File: config.mk
export PLATFORM = sky130hd
export DESIGN_NAME = chunked_subtractor
export DESIGN_NICKNAME = d
export VERILOG_FILES = /design/src/rtl/chunked_subtractor.sv
export SDC_FILE = /design/constraint.sdc
export NUM_CORES = 1
export LEC_CHECK = 0
export CAP_MARGIN = 20
export CORE_UTILIZATION = 46
export DETAILED_ROUTE_END_ITERATION = 16
export PLACE_DENSITY = 0.84
export SYNTH_ARGS = -nofsm -noshare
export SYNTH_HDL_FRONTEND = slang
export SYNTH_SLANG_ARGS = --single-unit
File: constraint.sdc
create_clock -name clk -period 1.6 [get_ports clk]
set_input_delay 0.48 -clock clk [delete_from_list [all_inputs] [get_ports clk]]
set_output_delay 0.48 -clock clk [all_outputs]
set_load 0.01 [all_outputs]
File: src/rtl/chunked_subtractor.sv
// chunked_subtractor
//    Multi-cycle N-bit subtractor: d = a - b computed as a + ~b + 1, K bits
//    per clock, with the inter-chunk carry held in a register.
//
// Parameters
//    N        operand/result width (must be a multiple of K)
//    K        chunk width processed per clock (1 <= K <= N)
//
// Ports
//    clk      rising-edge clock
//    reset    asynchronous active-high reset
//    start    request an operation; honoured only in IDLE or DONE
//    a, b     minuend / subtrahend, captured on the accepting edge
//    busy     high while chunks are being processed
//    done     one-cycle pulse when d/borrow/overflow have just been updated
//    d        (a - b) mod 2^N
//    borrow   1 iff a < b unsigned
//    overflow signed overflow of the subtraction
module chunked_subtractor #(
   parameter int N = 8,
   parameter int K = 2
) (
   input  logic         clk,
   input  logic         reset,
   input  logic         start,
   input  logic [N-1:0] a,
   input  logic [N-1:0] b,
   output logic         busy,
   output logic         done,
   output logic [N-1:0] d,
   output logic         borrow,
   output logic         overflow
);

   localparam int NC = N / K;
   localparam int CW = (NC > 1) ? $clog2(NC) : 1;

   typedef enum logic [1:0] {
      S_IDLE = 2'd0,
      S_RUN  = 2'd1,
      S_DONE = 2'd2
   } state_t;

   state_t         state_q, state_d;
   logic [N-1:0]   a_sh_q, a_sh_d;
   logic [N-1:0]   bn_sh_q, bn_sh_d;
   logic [N-1:0]   res_q, res_d;
   logic [N-1:0]   d_q, d_d;
   logic           carry_q, carry_d;
   logic [CW-1:0]  cnt_q, cnt_d;
   logic           sa_q, sa_d;
   logic           sb_q, sb_d;
   logic           borrow_q, borrow_d;
   logic           ovf_q, ovf_d;

   logic [K:0]     chunk_sum;
   logic [N-1:0]   res_shifted;
   logic           last_chunk;

   // K+1-bit chunk add: zero-extended operands plus the held carry.
   assign chunk_sum = {1'b0, a_sh_q[K-1:0]} + {1'b0, bn_sh_q[K-1:0]}
                    + {{K{1'b0}}, carry_q};

   // Result is assembled LSB-chunk first, each new chunk entering at the top;
   // after NC shifts the first chunk has reached bit 0.
   generate
      if (N == K) begin : g_single_chunk
         assign res_shifted = chunk_sum[K-1:0];
      end else begin : g_multi_chunk
         assign res_shifted = {chunk_sum[K-1:0], res_q[N-1:K]};
      end
   endgenerate

   assign last_chunk = (cnt_q == CW'(NC - 1));

   always_comb begin
      state_d  = state_q;
      a_sh_d   = a_sh_q;
      bn_sh_d  = bn_sh_q;
      res_d    = res_q;
      d_d      = d_q;
      carry_d  = carry_q;
      cnt_d    = cnt_q;
      sa_d     = sa_q;
      sb_d     = sb_q;
      borrow_d = borrow_q;
      ovf_d    = ovf_q;

      case (state_q)
         S_IDLE, S_DONE: begin
            if (start) begin
               // Subtract as a + ~b + 1: invert b once here, seed carry with 1.
               a_sh_d  = a;
               bn_sh_d = ~b;
               res_d   = '0;
               carry_d = 1'b1;
               cnt_d   = '0;
               sa_d    = a[N-1];
               sb_d    = b[N-1];
               state_d = S_RUN;
            end else if (state_q == S_DONE) begin
               state_d = S_IDLE;
            end
         end

         S_RUN: begin
            a_sh_d  = a_sh_q >> K;
            bn_sh_d = bn_sh_q >> K;
            res_d   = res_shifted;
            carry_d = chunk_sum[K];
            cnt_d   = cnt_q + CW'(1);
            if (last_chunk) begin
               d_d      = res_shifted;
               // Final carry out of a + ~b + 1 is the inverse of the borrow.
               borrow_d = ~chunk_sum[K];
               // Overflow only possible when operand signs differ; it shows
               // up as the result sign disagreeing with the minuend sign.
               ovf_d    = (sa_q ^ sb_q) & (res_shifted[N-1] ^ sa_q);
               cnt_d    = '0;
               state_d  = S_DONE;
            end
         end

         default: begin
            state_d = S_IDLE;
         end
      endcase
   end

   always_ff @(posedge clk or posedge reset) begin
      if (reset) begin
         state_q  <= S_IDLE;
         a_sh_q   <= '0;
         bn_sh_q  <= '0;
         res_q    <= '0;
         d_q      <= '0;
         carry_q  <= 1'b0;
         cnt_q    <= '0;
         sa_q     <= 1'b0;
         sb_q     <= 1'b0;
         borrow_q <= 1'b0;
         ovf_q    <= 1'b0;
      end else begin
         state_q  <= state_d;
         a_sh_q   <= a_sh_d;
         bn_sh_q  <= bn_sh_d;
         res_q    <= res_d;
         d_q      <= d_d;
         carry_q  <= carry_d;
         cnt_q    <= cnt_d;
         sa_q     <= sa_d;
         sb_q     <= sb_d;
         borrow_q <= borrow_d;
         ovf_q    <= ovf_d;
      end
   end

   // Status decoded straight from the state register; no input feeds through.
   assign busy     = (state_q == S_RUN);
   assign done     = (state_q == S_DONE);
   assign d        = d_q;
   assign borrow   = borrow_q;
   assign overflow = ovf_q;

endmodule
==> flow_summary.yaml <==
logic_synthesis:
  synth-simple-area-share_pct: 14.18
  synth_top_family_by_area: "simple AND/OR/NAND/NOR gates"
  synth-adder-area-share_pct: 3.024
  yosysTopAreaCellShare_pct: 56.16
  syn_nets: 171
  ys_warn_count: 0
  synth_xor_area_share_pct: 0
  synth_area_leaders: "dfrtp_1 56%, nand2_1 5.8%, mux2_2 5.2%"
  syn_area_um2: 1738
  synth_top_cell_by_area: "dfrtp_1"
  ys_ff_latch: 39
  synthMuxAreaShare_pct: 6.048
  ys_types: 29
  ys_seq_area_share_pct: 56.16
  synth_compound_area_share_pct: 13.39
  syn_avg_cell_area_um2: 11.66
  netlist_instances: 149
power:
  power_density_nw_per_um2: 2051
  p_leak_nw: 1.045
  seqPwrFrac_pct: 36.8
  p_switching_mw: 1.672
  clockPowerShare_pct: 13.2
  swShare_pct: 36.85
  p_int_mw: 2.866
  pwr-share-comb_pct: 50.1
  vdd_drop_max_mv: 0.8231
global_routing:
  grt_util_all_layers_pct: 19.59
  grt_pass1_vias: 1277
  grt-ovfl-total: 0
  antenna_found_initial: 0
  grt_max_degree: 40
  grt_first_pass_wirelength_um: 5913
worst_setup_path:
  cpMostUsedCell: "fa_2"
  critPathLaunchType: "register"
  endpoint_kind: "register"
  crit_slowest_cell: "fa_2"
  setup.worst_path.start: "carry_q"
  cp_cell_sequence: "inv_2, fa_2, fa_2, buf_4, buf_6, o2bb2ai_2"
  timing.rr.end: "res_q[7]"
  worstPathRequired_ns: 1.77
  r2r_cells: 6
  worstSetupPathType: "reg -> reg"
  regToRegStartpoint: "carry_q"
  path_max_fanout: 4
  slowest_delay_ns: 0.60
  reg2reg_slack_ns: -0.15
  cp.arrival_ns: 1.92
timing:
  fmaxAchievable_ghz: 0.5718
  max_slew_margin_pct: 85.01
  layout_min_cycle_time_ns: 1.749
  slew_viol_final: 0
  rsz0062_at_grt: "yes"
  setup-tns-final_ns: -0.3588
  worst_slew_pin_slew_ns: 0.2248
  whs_ns: 0.4937
  fin_ws_ns: -0.1490
  finalCritPeriodShare_pct: 109.3
  finalHoldViolCount: 0
  finalSetupViolCount: 3
  clock_skew_ns: 0.004642
die:
  die_w_um: 63.47
  dieArea_um2: 4028
  io_pins: 31
  floorplan.initialDensity_pct: 50.11
  num_rows: 21
  die_h_um: 63.47
  coreArea_um2: 3468
worst_hold_path:
  holdPathStages: 2
  hold_class: "reg -> reg"
  whs_endpoint: "bn_sh_q[1]"
  hold_path.startpoint: "bn_sh_q[3]"
clock_network:
  clock_latency_ns: 0.29
  cts_tree: "done"
  htree_levels: 2
  numClockSinks: 39
  clock_path_buffers: 2
  cts_buffers: 5
  cts_root_buffer: "clkbuf_8"
  clkTransAtPathRegs_ns: 0.07
place:
  dp_hpwl_um: 2415
  place_ws_ns: -0.1353
  numPortBuffers: 30
  place.gp.congestion: 0.8037
  post-place-cells: 227
cells_and_area:
  drive_gt1_share_pct: 23.28
  final_nets: 212
  antennaDiodeCount: 0
  instances_no_fill: 235
  final_common_cell: "dfrtp_1"
  syn_to_final_growth_pct: 27.29
  final_cell_mix: "39 x dfrtp_1, 27 x nand2_1, 18 x clkdlybuf4s50_1, 11 x buf_4, 10 x dlygate4sd2_1"
routing:
  drt-total-wl_um: 3543
  dr_wl_met3_um: 154
  vias: 1225
  drt_iter0_markers: 73
  antenna_left: 0
  top_layer: "met4"
  viasPerCell: 5.213
  wl_met1_um: 1468
  drt_first_pass_iters: 4
  drc_errors: 0
  met2_length_um: 1853
  drt-wirelength-per-cell_um: 15.08
run_status:
  status: "finished with violations"
  violations: "negative setup slack"
job:
  drv_cap: 0
==> registers in the layout, summed over array words and instances (netlist names) <==
register	flops
a_sh_q	8
bn_sh_q	8
borrow	1
carry_q	1
cnt_q	2
d	8
overflow	1
res_q	6
sa_q	1
sb_q	1
state_q	2
==> cells in the mapped netlist (all sizes together) <==
cell type  count
nand2         27
buf           10
a22oi          1
a31oi          6
nor2b          3
inv            8
a21o           1
nor3b          5
ha             1
a21oi          5
nand3b         1
a22o           7
fa             2
nor2           7
o2bb2ai        4
nor3           1
mux2           9
dfrtp         39
nand2b         2
o21ai         10
==> critical path, delay by kind of cell, from the launching register on <==
kind / cells / cell delay [ns]
fa+ha+maj: 2 / 0.98
flops: 1 / 0.35
buf+inv: 3 / 0.27
compound gates: 1 / 0.05
==> kinds of logic after synthesis <==
| group | after synthesis |
|---|---|
| and+or+nand+nor | 46 |
| DFF | 39 |
| AOI/OAI and AO/OA | 34 |
| buffers and inverters | 18 |
| muxes | 9 |
| adders and majority gates | 3 |
==> cell type report <==
cell class / instances / area, um2
fill: 275 / 1256
tap: 46 / 57.56
inverter: 8 / 32.53
clock buffer: 6 / 72.57
sequential: 39 / 975.9
multi-input combinational: 92 / 661.9
timing repair buffer: 44 / 411.6
==> power by group through the flow <==
stage / logic [mW] / registers, mW / clock network [mW]
5_1_grt: 2.48 / 1.72 / 0.641
2_1_floorplan: 1.40 / 1.67 / 0
3_5_place_dp: 2.15 / 1.68 / 0
3_3_place_gp: 2.06 / 1.66 / 0
4_1_cts: 2.20 / 1.67 / 0.608
6_report: 2.27 / 1.67 / 0.598
==> what timing repair did <==
| action | in CTS | in global routing |
|---|---|---|
| setup buffers | 1 | 1 |
| endpoints found under the hold margin | 0 | 0 |
| setup endpoints to repair | 16 | 6 |
| gates resized for setup | 19 | 5 |
| hold buffers | 0 | 0 |
==> metal layers <==
metal / up-vias / GRT usage, %
li1: 586 / -
met1: 606 / 24.70
met2: 25 / 32.45
met3: 8 / 3.986
met4: 0 / 8.523
met5: - / 0
==> worst max path at each step <==
stage | end | slack, ns | cells after the start
floorplan | overflow | -0.07 | 6
CTS | overflow | -0.13 | 6
finish | res_q[7] | -0.15 | 6
global placement | overflow | -0.10 | 6
global route | overflow | -0.24 | 6
detailed placement | overflow | -0.14 | 6
==> metrics by stage <==
step | instance area [um2] | util (%) | power [mW]
finish | 2212 | 63.78 | 4.537
global route | 2212 | 63.78 | 4.837
CTS | 2206 | 63.60 | 4.472
detailed placement | 2121 | 61.15 | 3.838
global placement | 2121 | 61.15 | 3.717
floorplan | 1740 | - | 3.076
Note: power is estimated with default switching activity, not from simulation.
